<file path="config.mk">
export PLATFORM = sky130hd
export DESIGN_NAME = sa_pingpong_buf
export DESIGN_NICKNAME = d
export VERILOG_FILES = /design/src/rtl/sa_pingpong_buf.sv
export SDC_FILE = /design/constraint.sdc
export NUM_CORES = 1
export LEC_CHECK = 0
export ABC_AREA = 1
export BUFFER_PORTS_ARGS = -buffer_cell sky130_fd_sc_hd__buf_4
export CAP_MARGIN = 20
export CELL_PAD_IN_SITES_DETAIL_PLACEMENT = 0
export CELL_PAD_IN_SITES_GLOBAL_PLACEMENT = 1
export CORE_MARGIN = 5
export CORE_UTILIZATION = 40
export CTS_CLUSTER_DIAMETER = 40
export DETAILED_ROUTE_END_ITERATION = 10
export GPL_ROUTABILITY_DRIVEN = 0
export MAX_ROUTING_LAYER = met4
export PLACE_DENSITY_LB_ADDON = 0.25
export SETUP_SLACK_MARGIN = 0.02
export SYNTH_ARGS = -nofsm -noshare
export SYNTH_HDL_FRONTEND = slang
export SYNTH_SLANG_ARGS = --single-unit
export TNS_END_PERCENT = 20
</file>
<file path="constraint.sdc">
create_clock -name clock -period 2.9 [get_ports clock]
set_input_delay 0.29 -clock clock [delete_from_list [all_inputs] [get_ports clock]]
set_output_delay 0.29 -clock clock [all_outputs]
set_load 0.01 [all_outputs]
</file>
<file path="src/rtl/sa_pingpong_buf.sv">
// Two-bank ping-pong buffer with valid/ready on both sides; the read pointer
// doubles as the select for a downstream 2:1 mux cell.
module sa_pingpong_buf #(
    parameter int WIDTH = 32
) (
    input  logic             clock,
    input  logic             reset,
    input  logic             flush,
    input  logic             in_valid,
    output logic             in_ready,
    input  logic [WIDTH-1:0] in_data,
    output logic             out_valid,
    input  logic             out_ready,
    output logic [WIDTH-1:0] out_data,
    output logic             mux_sel,
    output logic [1:0]       count
);
    logic [1:0][WIDTH-1:0] bank;
    logic [1:0]            full, full_nxt;
    logic                  wr_ptr, wr_ptr_nxt;
    logic                  rd_ptr, rd_ptr_nxt;
    logic                  push, pop;

    // Handshakes see only registered flags, so in_ready never depends on out_ready.
    assign push = in_valid & ~full[wr_ptr];
    assign pop  = out_ready & full[rd_ptr];

    always_ff @(posedge clock) begin
        if (reset) begin
            full   <= 2'b00;
            wr_ptr <= 1'b0;
            rd_ptr <= 1'b0;
        end else begin
            full   <= full_nxt;
            wr_ptr <= wr_ptr_nxt;
            rd_ptr <= rd_ptr_nxt;
        end
    end

    // With one word held, push and pop always address different banks.
    always_comb begin
        full_nxt   = full;
        wr_ptr_nxt = wr_ptr;
        rd_ptr_nxt = rd_ptr;
        if (flush) begin
            full_nxt   = 2'b00;
            wr_ptr_nxt = 1'b0;
            rd_ptr_nxt = 1'b0;
        end else begin
            if (push) begin
                full_nxt[wr_ptr] = 1'b1;
                wr_ptr_nxt       = ~wr_ptr;
            end
            if (pop) begin
                full_nxt[rd_ptr] = 1'b0;
                rd_ptr_nxt       = ~rd_ptr;
            end
        end
    end

    always_comb begin
        in_ready  = ~full[wr_ptr];
        out_valid = full[rd_ptr];
        mux_sel   = rd_ptr;
        count     = {1'b0, full[0]} + {1'b0, full[1]};
        out_data  = bank[rd_ptr];
    end

    // Data registers carry no reset; a discarded push leaves them untouched.
    always_ff @(posedge clock) begin
        if (push && !flush && !reset)
            bank[wr_ptr] <= in_data;
    end
endmodule

</file>
After elaboration in Yosys (flattened, before gate mapping):

Cells that the tools add are included.

* register bits after elaboration: 68
* latch bits: 0
* memory bits (writable): 0
* memory bits (read-only): 0
* input bits: 37
* output and inout port bits: 37
* word-level logic and storage cells: 41
* memories kept: 0

* add/sub/neg operators: 1
* $mul: 0
* divide/modulo/power cells: 0
* order comparisons: 4
* equality and inequality tests: 0
* shift-type cells: 0
* mux-type cells: 16
* bitwise operators: 8
* reduce and logical (&&, ||, !) cells: 7

Operators with widths (count)
* 32-bit two-way mux: 3
* 64-bit bitwise mux: 1
* 32-bit demux with 1-bit select: 1
* 1-bit two-way mux: 6
* 2-bit two-way mux: 3
* 1-bit logical AND: 4
* 1-bit by 2-bit less-than comparator with 1-bit output, second input constant: 2
* 1-bit inverter: 3
* 1-bit by 1-bit adder with 2-bit output: 1
* 1-bit bitwise AND: 2
* 2-bit bitwise AND: 1
* 1-bit demux with 1-bit select: 2
* 1-bit >= comparator, second input constant: 2
* 1-bit zero test: 2
* 2-bit inverter: 1
* 2-bit OR: 1
* 2-bit OR reduction: 1

Depth between registers and ports, before layout:

Gate-level depths: netlist (run 1).

* word-level depth: 9
* mapped depth: 5
* depth with buffers taken out: 5

Worst setup path before layout (run 1):

Ideal clock, no wire load.

* path kind: register to register
* start point: register wr_ptr
* end point: register bank[32] (netlist name), enable pin
* library setup time: 0.422 ns
* arrival: 1.930 ns
* required time: 2.478 ns
* slack: 0.548 ns
* cell stages (with the launch flop): 5
* path buffers: 0
* clock period less this slack: 2.352 ns
* cell sequence: dfxtp_1 -> inv_1 -> nor2_1 -> inv_1 -> nor2_1

* longest elaborated chain between the ends: 6

Ends and longest elaborated chain
* start, declared: line 20 `logic wr_ptr, wr_ptr_nxt;`
* start signal, assigned: line 35 `wr_ptr <= wr_ptr_nxt;`
* 1-bit two-way mux (implied by the code) (2 in a row): line 25 `assign push = in_valid & ~full[wr_ptr];`
* 1-bit inverter: line 25
* 1-bit bitwise AND: line 25
* 1-bit logical AND (2 in a row): line 71 `if (push && !flush && !reset)`
* end signal, assigned by index: line 72 `bank[wr_ptr] <= in_data;`
* end, declared: line 18 `logic [1:0][WIDTH-1:0] bank;`

No other way between the ends. The select of a mux whose other input is x is not followed.
A chain may end at the register's enable or synchronous reset.

Final worst setup path (run 1):

* start point: register rd_ptr (netlist: mux_sel)
* end point: output port out_valid

* longest elaborated chain between the ends: 2

Ends and longest elaborated chain
* start, declared: line 21 `logic rd_ptr, rd_ptr_nxt;`
* start signal, assigned: line 36 `rd_ptr <= rd_ptr_nxt;`
* 1-bit two-way mux (implied by the code) (2 in a row): line 63 `out_valid = full[rd_ptr];`
* end, declared: line 12 `output logic out_valid,`

No other way between the ends. The select of a mux whose other input is x is not followed.

==> run summary, run 1 <==
The flow ran to the end, and the final reports show no timing, DRC or antenna violations. Summing every instance area after synthesis gives 2580 sq um. Starting density of the core: 40.8%.

The total count of max-transition violations in the final report is 0, and the power density over cell area is 573 nW/um^2. TritonCTS built the clock tree. For the worst setup path, the data required time is 2.61 ns. Across all register-to-register paths, the minimum setup slack is 1.39 ns. The proportion of register bits with asynchronous set or reset after synthesis is 0%. For the largest vdd supply drop, the log shows 0.377 mV.

The total of endpoints with negative setup slack in the final report was 0; the count of input and output buffers was 73. Entering global routing, the biggest net connects 35 pins. Row count: 29. STA classifies the critical path endpoint as a primary output. Most used flip-flop cell after synthesis: edfxtp_1. The number of distinct standard cells referenced by the synthesized netlist was 16; the top fanout value on the critical path was 14. In this run the critical register-to-register path is captured at bank[56]$_DFFE_PP_. Summed over all nets, the half-perimeter wirelength after detailed placement is 3200 microns. Final standard cell utilization of the core: 53.4%. Based on the critical path, the design can be clocked at up to 522 MHz. The run gives 3 as the level count of the clock H-tree. The worst setup slack before clock tree synthesis came out at 1.29 ns. Number of antenna violations at the first check in global routing: 0. The total wire length is 4890 microns. Startpoint of the lowest-slack register-to-register path: wr_ptr$_SDFFE_PP0N_. The worst hold path belongs to the class in2reg.

Sequential element share of the synthesized area: 77.6%. Number of hold violations in the final report: 0. Ranked by total cell area, the synthesized netlist is headed by edfxtp_1, nand2_1, dfxtp_1.

The global-route wire length before repair is 8340 microns, and the synthesis-stage register bit count is 68. The worst hold path terminates at bank[41]$_DFFE_PP_. The via count of the first global-routing pass was 1774.

After detailed routing, the number of vias per cell comes to 4.52. The tools report the number of primary I/O pins as 74. The count of antenna diodes in the layout was 0; the total power consumption of the routed design was 1.93 mW. In this run, CTS created clock tree buffers numbering 9. The clock reaches the later pin of the worst-skew pair after 0.33 ns. For this run, the post-layout net count is 320.

The clock drives 68 sinks. The vertical extent of the die is 90.3 microns. The analysis attributes to cell leakage a power of 1.42 nW. For the finished layout, the period the worst path requires is 1.91 ns. For the worst setup path, the data arrival time is 1.62 ns. The clock transition time at the flip-flop clock pins of the worst setup and hold paths was 0.07 ns; the slew of the pin with the lowest slew margin was 0.605 ns.

The share of post-route cells with drive strength above 1 is 31.7%. The die footprint came out at 8150 sq um. Yosys instantiated no cell more often than nand2_1. For the final routed database, the setup TNS stands at 0 ns. Yosys printed 0 warnings.

The tools report the startpoint of the lowest-slack hold path as in_data[9]. The floorplan core area is 6310 sq um, and the setup slack after layout is 0.985 ns. After global routing the overflow that remains totals 0.

The tools report the number of gates given a new drive strength after cts as 0. The logs give 13.6% for the global router's overall resource usage and 0 for the number of nets with antenna violations after detailed routing. The number of cells traversed by the worst hold path came out at 1. CTS placed an instance of clkbuf_8 at the clock tree root. The largest total area in the synthesized netlist belongs to edfxtp_1. The number of buffers inserted by post-CTS setup repair was 0; the die span in x was 90.3 microns.

The synthesized design contains 64 enable-type register cells. The tool flagged a number of max-cap violations equal to 0. Summed over its instances, the top area cell type makes up 74.5% of the synthesized netlist area.

No sink is reached through more buffers than the 2 on the longest clock path. The number of cells on the worst reg-to-reg path was 5; the first-iteration detailed-routing DRC count was 111. The logs give 0 for the final routed DRC violation total and 4 for the length of the first detailed-routing pass in iterations. The critical path startpoint category is a flop.

Headroom to the max-slew limit came out at 59.6%. After detailed routing, the average wire length per cell comes to 13.4 microns. Synthesis handed over a netlist of 201 instances. The total number of vias was 1644.

In the finished design, the share of the clock period the worst path needs comes to 66.0%. Dividing the synthesized area by the synthesized cell count gives 12.8 sq um. For the net count after synthesis, the log shows 239. Between clock sinks in the finished design, the worst skew comes to 0.00484 ns. The area growth from synthesis to layout is 30.7%. The setup path with the least slack is of type reg2out.

Setup repair after global routing left no endpoint under its margin. For this design, the CTS-stage hold fixing added 0 buffers. Ranked by instance count, the synthesized netlist is headed by nand2_1, edfxtp_1, inv_1.
where the power goes:
group / leakage, nW / total [mW] / internal, mW / switching, mW
clock: 0.0867 / 0.707 / 0.393 / 0.314
sequential: 0.613 / 1.10 / 1.09 / 0.00635
combinational: 0.716 / 0.124 / 0.0648 / 0.0594
total: 1.42 / 1.93 / 1.55 / 0.380
cell usage in the layout, fill, tap and decap left out, types with 2 or more instances in the layout:
master and instances:
a21oi_1 2, buf_4 77, clkbuf_1 4, clkbuf_8 9, clkinv_1 2, dfxtp_1 4, edfxtp_1 64, inv_1 6
nand2_1 104, nand3_1 2, nor2_1 4
flip-flops by register name (all words and copies together) (netlist names):
| signal | cells |
|---|---|
| bank | 64 |
| full | 2 |
| mux_sel | 1 |
| wr_ptr | 1 |
stage by stage:
stage	cell area [sq um]	hold WS [ns]	cells
2_1_floorplan	2580	0.389	201
3_3_place_gp	3190	0.476	348
3_5_place_dp	3190	0.479	348
4_1_cts	3370	0.124	364
5_1_grt	3370	0.118	364
6_report	3370	0.140	364
routing by layer:
metal | vias to the layer above | GRT usage [%] | wire length (microns)
met1 | 758 | 15.3 | 2140
met5 | - | - | 0
li1 | 830 | - | -
met4 | 0 | 5.83 | 92
met2 | 49 | 21.5 | 2360
met3 | 7 | 5.58 | 302
critical path: stages, from the launching register on:
cell,delay [ns]
dfxtp_1,0.71
buf_4,0.31
nand2_1,0.06
o21ai_0,0.07
buf_4,0.15
how the worst max path moves through the flow:
stage,startpoint,endpoint,slack [ns],cells past startpoint
6_report,mux_sel$_SDFFE_PP0P_,out_valid,0.99,4
3_3_place_gp,flush,bank[24]$_DFFE_PP_,1.28,5
2_1_floorplan,wr_ptr$_SDFFE_PP0N_,bank[32]$_DFFE_PP_,0.55,4
3_5_place_dp,flush,bank[22]$_DFFE_PP_,1.29,5
4_1_cts,mux_sel$_SDFFE_PP0P_,out_valid,0.94,4
5_1_grt,mux_sel$_SDFFE_PP0P_,out_data[11],0.81,4
final cells by class:
type / count / area, sq um
flip-flops and latches: 68 / 2000
fillers: 565 / 2940
inverters: 7 / 31.3
repair buffers: 77 / 578
well taps: 77 / 96.3
multi-input cells: 119 / 485
clock buffers: 13 / 139
clock inverters: 3 / 37.5
logic make-up after synthesis:
logic type	synth area share, %
AND/OR/NAND/NOR	17.1
flip-flops	77.6
buffers and inverters	3.83
AO/OA/AOI/OAI	0.922
adder cells (fa/ha/maj)	0.485
Note: power is estimated with default switching activity, not from simulation.
==> run 2: changes to the inputs <==
==> constraint.sdc (replaced) <==
create_clock -name clock -period 1.78 [get_ports clock]
set_input_delay 0.178 -clock clock [delete_from_list [all_inputs] [get_ports clock]]
set_output_delay 0.178 -clock clock [all_outputs]
set_load 0.01 [all_outputs]
==> run 2 against run 1 <==
Sequential power rose by 63%. Die area did not move. Worst hold slack got worse by 0.12 ns. Count of clock-buffer cells in the layout fell by 4. Utilization rose by 1.4 points. Critical endpoint is now out_data[24]. Clock power rose by 71%. Global-route usage fell by 0.86 points. Routed wire length rose by 0.92%. Flip-flop and latch count did not move. Combinational power rose by 73%. Largest cell class unchanged. Register-to-register slack got worse by 1.0 ns. First-iteration DRC count fell by 14%.
==> run summary, run 2 (synthesis gave the netlist of run 1 again) <==
The tools report the worst setup path endpoint as out_data[24]. The later-pin clock latency in the skew report was 0.34 ns (about the same); the clock net sink count was 68 (unchanged). In this run the critical register-to-register path is captured at bank[33]$_DFFE_PP_. The sequential share of power was 55.7% (-1.3 points). The total count of max-transition violations in the final report is 0 (unchanged). The data arrival at the endpoint of the critical path is 1.35 ns (-0.27 ns). The count of input and output buffers came out at 73 (unchanged). The largest registers in the layout are bank x64, full x2. Total overflow reported by the global router: 0 (unchanged). The tightest min-delay check is of the in2reg type. First-iteration detailed-routing DRC count: 95 (-14%). The tools report the number of gates given a new drive strength after cts as 0 (unchanged).

The category of the critical setup timing path was reg2out. The vias per cell works out to 4.45 (-1.5%). Via count of the first global-routing pass: 1687 (-4.9%). Setup repair after global routing left no endpoint under its margin. The number of flip-flops under the largest register name came out at 64 (unchanged). The power density over cell area was 930 nW/um^2 (+62%); the layout overhead on the synthesized area was 34.0%. The starting density of the core came out at 40.8% (unchanged). Critical path's top delay family: flip-flops. Row count: 29 (unchanged). The run gives 7850 microns (-5.9%) as the global-route wire length before repair. The logs give 0 (unchanged) for the number of max-cap violations and 35 (unchanged) for the maximum number of pins on one net before global-route repair. Critical path startpoint category: a flop.

The vertical extent of the die came out at 90.3 microns (unchanged). The final standard cell utilization of the core was 54.7% (+1.4 points); the number of buffers created by CTS was 9 (unchanged). The number of cells traversed by the worst hold path was 1 (unchanged). The run finished with clean final reports. Number of hold violations in the final report: 0 (unchanged). The clock transition time at the flip-flop clock pins of the worst setup and hold paths was 0.07 ns (about the same). The tools report the total wire length as 4940 microns (+0.92%). The delay of the slowest cell on the worst path was 0.44 ns (-0.27 ns). The layout net count was 328 (+2.5%); the switching portion of total power was 21.2% (+1.5 points). The sort of element at the end of the critical path is a primary output.

Traced cell by cell, the critical path runs through buf_4, nand2_1, nand2_1, buf_4. The run gives 0 (unchanged) as the number of nets with antenna violations after detailed routing. Total half-perimeter wirelength after legalization and detailed placement: 3290 microns (+3.0%).

The largest vdd supply drop came out at 0.557 mV (+48%). bank holds more flip-flops than any other register. The logs give 6.7% (+0.3 points) for the proportion of power drawn by combinational gates and 0 (unchanged) for the count of antenna diodes in the layout. The smallest clock period supported by the final layout is computed as 1.53 ns. The final critical-path share of the clock period is 85.8%.

The length of the first detailed-routing pass in iterations is 4 (unchanged). For the worst clock skew on the final layout, the log shows 0.00481 ns (-0.0000257 ns). The cell at the slowest stage of the critical path is dfxtp_1. In the layout the commonest cells are nand2_1, buf_4, edfxtp_1, clkbuf_8, inv_1. TritonCTS built the clock tree.

The slew of the pin with the lowest slew margin was 0.313 ns (-0.292 ns). The final routed DRC violation total was 0 (unchanged); the number of buffer and inverter stages on the critical path was 2 (unchanged). The run gives 3 (unchanged) as the level count of the clock H-tree. Sum of negative setup slack: 0 ns (unchanged). In this run the critical register-to-register path is launched from wr_ptr$_SDFFE_PP0N_. The worst hold path begins at in_data[5].

The die span in x is 90.3 microns (unchanged). The number of logic stages on the critical path including buffering is 4 (unchanged), and the leakage component of the power is 1.46 nW (+2.8%). The register-to-register setup slack is 0.38 ns (-1.01 ns).

The run gives 6310 sq um (unchanged) as the floorplan core area. Leaving out fill and tap cells, the most frequent cell in the layout is nand2_1. CTS placed an instance of clkbuf_8 at the clock tree root. The headroom to the max-slew limit came out at 79.1% (+20 points).

The total number of vias is 1651 (+0.43%), and the top fanout value on the critical path is 17 (+3). The number of cells on the worst reg-to-reg path works out to 5 (unchanged). The most critical setup path has its startpoint at mux_sel$_SDFFE_PP0P_.

The clock group share of total power came out at 37.6% (+1.0 points). The logs give 12.8% (-0.86 points) for the global router's overall resource usage and 0 (unchanged) for the total of endpoints with negative setup slack in the final report. For the number of antenna violations at the first check in global routing, the log shows 0 (unchanged). The run gives 8150 sq um (unchanged) as the die footprint. The maximum frequency from static timing analysis was 655 MHz; the average routed wire per standard cell was 13.3 microns (-0.98%). For the cell-internal power, the log shows 2.53 mW (+63%). The buffer levels on the longest clock path is 2 (unchanged). The tools report the number of primary I/O pins as 74 (unchanged).

Worst setup slack before clock tree synthesis: 0.396 ns (-0.893 ns). For the setup slack after layout, the log shows 0.252 ns (-0.733 ns). The share of post-route cells with drive strength above 1 works out to 33.3% (+1.6 points). For the switching component of the power, the log shows 681 uW (+79%). The required time of the critical path was 1.60 ns (-1.01 ns).
-- run 2: cell types whose count changed in the layout (fill, tap and decap cells not counted) --
cell,change
buf_4,+3
dlygate4sd3_1,+5
clkinv_4,+2
clkbuf_1,-4
clkinv_1,-1
clkinvlp_4,+2
-- run 2: worst min-delay path by stage --
stage	endpoint	slack, ns
after floorplan	bank[0]$_DFFE_PP_	0.28
after global placement	bank[25]$_DFFE_PP_	0.36
after detailed placement	bank[62]$_DFFE_PP_	0.37
after CTS	bank[30]$_DFFE_PP_	0.008
after global routing	bank[29]$_DFFE_PP_	0.0001
final	bank[5]$_DFFE_PP_	0.02
-- run 2: routing by layer --
layer / GRT usage, % / routed length [microns] / vias up
li1: - / - / 845
met1: 14.2 / 2070 / 743
met2: 19.9 / 2460 / 52
met3: 4.33 / 287 / 11
met4: 7.44 / 113 / 0
met5: - / 0 / -
-- run 2: power by group through the flow --
| stage | logic, mW | clock network [mW] | registers (mW) |
|---|---|---|---|
| CTS | 0.212 | 1.23 | 1.79 |
| floorplan | 0.0741 | 0 | 1.82 |
| detailed placement | 0.211 | 0 | 1.83 |
| global placement | 0.209 | 0 | 1.82 |
| global route | 0.237 | 1.31 | 1.79 |
| finish | 0.214 | 1.21 | 1.79 |
-- run 2: worst reg2reg max path, cell delays in order, from the launching register on --
cell	delay, ns
dfxtp_1	0.36
inv_1	0.09
nand2_1	0.08
nand3_1	0.13
nor2_4	0.15
buf_4	0.28
-- run 2: repair_timing --
item                                    CTS  global route
buffers inserted                          0             0
endpoints found under the setup margin    0             0
hold endpoints to repair                  0            10
hold buffers                              0             5
-- run 2: through the flow --
| stage | hold WS (ns) | std cells | power [mW] | area (sq um) |
|---|---|---|---|---|
| 2_1_floorplan | 0.277 | 201 | 1.90 | 2590 |
| 3_3_place_gp | 0.364 | 351 | 2.03 | 3220 |
| 3_5_place_dp | 0.366 | 351 | 2.04 | 3220 |
| 4_1_cts | 0.00830 | 366 | 3.24 | 3410 |
| 5_1_grt | 0.000106 | 371 | 3.34 | 3460 |
| 6_report | 0.0199 | 371 | 3.21 | 3460 |
-- run 2: cell type report --
cell class,instances,area (sq um)
fillers,553,2860
flip-flops and latches,68,2000
well taps,77,96.3
repair buffers,85,651
inverters,7,31.3
clock buffers,9,124
multi-input cells,119,485
clock inverters,6,66.3
==> run 3: changes to the inputs <==
--- a/config.mk
+++ b/config.mk
@@ -5,16 +5,16 @@
 export SDC_FILE = /design/constraint.sdc
 export NUM_CORES = 1
 export LEC_CHECK = 0
-export ABC_AREA = 1
 export BUFFER_PORTS_ARGS = -buffer_cell sky130_fd_sc_hd__buf_4
 export CAP_MARGIN = 20
 export CELL_PAD_IN_SITES_DETAIL_PLACEMENT = 0
 export CELL_PAD_IN_SITES_GLOBAL_PLACEMENT = 1
 export CORE_MARGIN = 5
-export CORE_UTILIZATION = 40
+export CORE_UTILIZATION = 43
 export CTS_CLUSTER_DIAMETER = 40
 export DETAILED_ROUTE_END_ITERATION = 10
 export GPL_ROUTABILITY_DRIVEN = 0
+export HOLD_SLACK_MARGIN = 0.06
 export MAX_ROUTING_LAYER = met4
 export PLACE_DENSITY_LB_ADDON = 0.25
 export SETUP_SLACK_MARGIN = 0.02
==> run 3 against run 2 <==
Maximum frequency is 5.8% lower. Routed wire length is 0.97% higher. Critical path depth is 1 lower. Clock skew hardly changed. Global-route usage is 1.4 points higher. Flip-flop and latch count stayed put. Utilization is 10 points higher. Critical endpoint is now out_data[11]. Die area is 3.0% lower. Non-clock buffer count is 29 higher. Sequential power hardly changed. Power is 6.2% higher.
==> run summary, run 3 <==
The flow ran to the end, and the final reports show no timing, DRC or antenna violations. The logs give 81.4% (+2.3 points) for the headroom to the max-slew limit and 39.5% (+1.9 points) for the clock group share of total power. The row count came out at 28 (-3.4%). The run gives 2 (unchanged) as the buffer levels on the longest clock path. The run gives 0 (unchanged) as the number of buffers inserted by post-CTS setup repair. The top fanout value on the critical path is 25 (+8). The final instance count without filler cells was 323 (-13%).

The run gives 0 ns (unchanged) as the sum of negative setup slack. Startpoint of the lowest-slack hold path: out_ready. The required time of the critical path came out at 1.60 ns (about the same).

CTS placed an instance of clkbuf_8 at the clock tree root. The proportion of register bits with asynchronous set or reset after synthesis works out to 0% (unchanged). The average routed wire per standard cell is 15.4 microns (+16%), and the via count of the first global-routing pass is 1712 (+1.5%). The tools report the total count of max-transition violations in the final report as 0 (unchanged). The largest registers in the layout are bank x64, full x2. The switching component of the power came out at 630 uW (-7.5%). The starting density of the core was 44.7% (+3.9 points); the power density over cell area was 878 nW/um^2 (-5.6%).

The library cells used most frequently in the layout, excluding fill and tap cells, are buf_4, edfxtp_1, dlygate4sd3_1, mux2_4, clkbuf_8. The number of cells in the design after placement came out at 272 (-23%). The logs give 4 (unchanged) for the length of the first detailed-routing pass in iterations and 281 (-14%) for the layout net count.

The number of max-cap violations was 0 (unchanged). The logs give 0 (unchanged) for the number of hold violations in the final report and 3.41 mW (+6.2%) for the total power consumption of the routed design. The run gives 1518 (-8.1%) as the total number of vias. More flip-flops sit in one register than any other, and that register is bank.

Vertical extent of the die: 88.9 microns (-1.5%). The most used flip-flop cell after synthesis was edfxtp_1. The run gives 7910 sq um (-3.0%) as the die footprint. Number of primary I/O pins: 74 (unchanged). The run gives 18 (+2) as the number of distinct standard cells referenced by the synthesized netlist.

The logs give 2680 sq um (+3.9%) for the summed instance area of the synthesized netlist and 3310 microns (+0.51%) for the total half-perimeter wirelength after legalization and detailed placement. The clock net sink count came out at 68 (unchanged). Total of endpoints with negative setup slack in the final report: 0 (unchanged). The global-route wire length before repair was 7990 microns (+1.8%). The category of the critical setup timing path was reg2out. For the count of antenna diodes in the layout, the log shows 0 (unchanged).

The final routed DRC violation total came out at 0 (unchanged). The number of gates given a new drive strength after cts is 0 (unchanged). The worst register-to-register path ends at mux_sel$_SDFFE_PP0P_. For the net count after synthesis, the log shows 160 (-33%).

The tools report the worst clock skew on the final layout as 0.00456 ns (-0.000253 ns). The tools report the worst setup path endpoint as out_data[11]. The clock transition time at the flip-flop clock pins of the worst setup and hold paths came out at 0.07 ns (about the same). The layout overhead on the synthesized area is 45.2%.

For the number of antenna violations at the first check in global routing, the log shows 0 (unchanged). The sort of element at the end of the critical path is a primary output. The number of nets with antenna violations after detailed routing was 0 (unchanged). The vias per cell is 4.70 (+5.6%), and the sequential share of power is 52.5% (-3.2 points).

The register-to-register setup slack is 0.26 ns (-0.12 ns), and the number of flip-flops under the largest register name is 64 (unchanged). Setup repair after global routing left no endpoint under its margin. The global router's overall resource usage was 14.2% (+1.4 points).

The largest vdd supply drop was 0.459 mV (-18%); the slew of the pin with the lowest slew margin was 0.278 ns (-0.0348 ns). Worst setup slack before clock tree synthesis: 0.392 ns (-0.00493 ns). Count of input and output buffers: 73 (unchanged). TritonCTS built the clock tree. The minimum clock period is 1.62 ns (+0.0948 ns), and the maximum number of pins on one net before global-route repair is 26 (-26%). The synthesis-stage register bit count works out to 68 (unchanged).

For the sequential element share of the synthesized area, the log shows 74.7% (-2.9 points). Number of cells on the worst reg-to-reg path: 4 (-1). The setup slack after layout was 0.157 ns (-0.0948 ns).

The run gives 0.32 ns (-0.02 ns) as the later-pin clock latency in the skew report. Proportion of netlist area held by the largest area contributor: 71.7% (-2.8 points). The logs give 9 (unchanged) for the number of buffers created by CTS and 8.0% (+1.3 points) for the proportion of power drawn by combinational gates. Die span in x: 88.9 microns (-1.5%).

The maximum frequency from static timing analysis was 616 MHz (-5.8%). The number of cells traversed by the worst hold path is 3 (+2), and the share of post-route cells with drive strength above 1 is 52.8% (+19 points). The worst setup path is launched from a flop.

The level count of the clock H-tree came out at 3 (unchanged). The path class of the tightest hold or removal check is in2reg. Ranked by instance count, the synthesized netlist is headed by edfxtp_1, mux2_4, mux2_2.

The final critical-path share of the clock period was 91.2% (+5.3 points); the total wire length was 4990 microns (+0.97%). The floorplan core area is 5990 sq um (-5.1%). The commonest non-fill, non-tap cell in the layout is buf_4.

Switching portion of total power: 18.4% (-2.7 points). Ranked by total cell area, the synthesized netlist is headed by edfxtp_1, mux2_4, dfxtp_1. First-iteration detailed-routing DRC count: 55 (-42%).

The synthesized area per cell was 22.0 sq um (+71%); the cell count after synthesis was 122 (-39%). The run gives 0 (unchanged) as the total overflow reported by the global router. The number of warnings reported in the yosys synthesis log was 0 (unchanged); the cell-internal power was 2.78 mW (+9.9%). The number of synthesized flops with an enable pin works out to 64 (unchanged).

The leakage component of the power is 1.52 nW (+4.2%). The critical path starts at mux_sel$_SDFFE_PP0P_. Yosys instantiated no cell more often than edfxtp_1. The cell taking the most area after synthesis was edfxtp_1. Data arrival at the endpoint of the critical path: 1.44 ns (+0.09 ns). The startpoint of the lowest-slack register-to-register path is mux_sel$_SDFFE_PP0P_.
run 3: changes by cell type in the layout (fill, tap and decap cells not counted), sizes merged, moves of 3 or more:
cell         delta
nand2         -102
mux2           +33
dlygate4sd3    +30
inv             -7
clkbuf          +3
nand3           -3
nor2            -3
run 3: stage by stage:
stage | util, % | hold slack, ns | instance area [sq um]
2_1_floorplan | - | 0.249 | 2680
3_3_place_gp | 55.4 | 0.363 | 3320
3_5_place_dp | 55.4 | 0.363 | 3320
5_1_grt | 64.9 | 0.214 | 3890
6_report | 64.9 | 0.232 | 3890
4_1_cts | 64.9 | 0.208 | 3890
run 3: final cells by class:
cell class | instances | area (sq um)
Timing Repair Buffer | 114 | 968
Sequential cell | 68 | 2000
Clock buffer | 12 | 145
Tap cell | 75 | 93.8
Multi-Input combinational cell | 50 | 606
Clock inverter | 4 | 72.6
Fill cell | 433 | 2100
run 3: power groups by stage:
stage | Clock [mW] | Combinational, mW | Sequential, mW
after CTS | 1.39 | 0.276 | 1.79
after global routing | 1.49 | 0.293 | 1.80
after floorplan | 0 | 0.0850 | 1.83
after detailed placement | 0 | 0.214 | 1.83
after global placement | 0 | 0.206 | 1.83
final | 1.35 | 0.272 | 1.79
run 3: worst min path at each step:
stage                                       to
after floorplan           mux_sel$_SDFFE_PP0P_
after global placement      bank[43]$_DFFE_PP_
after detailed placement  mux_sel$_SDFFE_PP0P_
after CTS                   full[1]$_SDFF_PP0_
after global routing        full[1]$_SDFF_PP0_
final                       full[1]$_SDFF_PP0_
run 3: repair_timing:
item,4_1_cts,5_1_grt
hold buffers,35,0
endpoints found under the hold margin,66,0
endpoints found under the setup margin,0,0
run 3: kinds of logic after synthesis:
family                     share of synthesized area [%]
AOI/OAI and AO/OA                                   1.21
DFF                                                 74.7
muxes                                               18.2
and+or+nand+nor                                     2.76
buffers and inverters                               2.66
adders and majority gates                          0.467
run 3: per-layer routing:
| layer | vias to the layer above | global-route usage, % | part of all wire (%) |
|---|---|---|---|
| met4 | 0 | 6.50 | 1.2 |
| li1 | 723 | - | - |
| met1 | 744 | 15.3 | 39 |
| met2 | 44 | 24.5 | 55 |
| met3 | 7 | 3.69 | 5.6 |
| met5 | - | - | 0 |
run 3: worst max-delay path: stages, from the launching register on:
cell	delay, ns
dfxtp_2	0.38
buf_12	0.22
mux2_2	0.37
buf_4	0.15
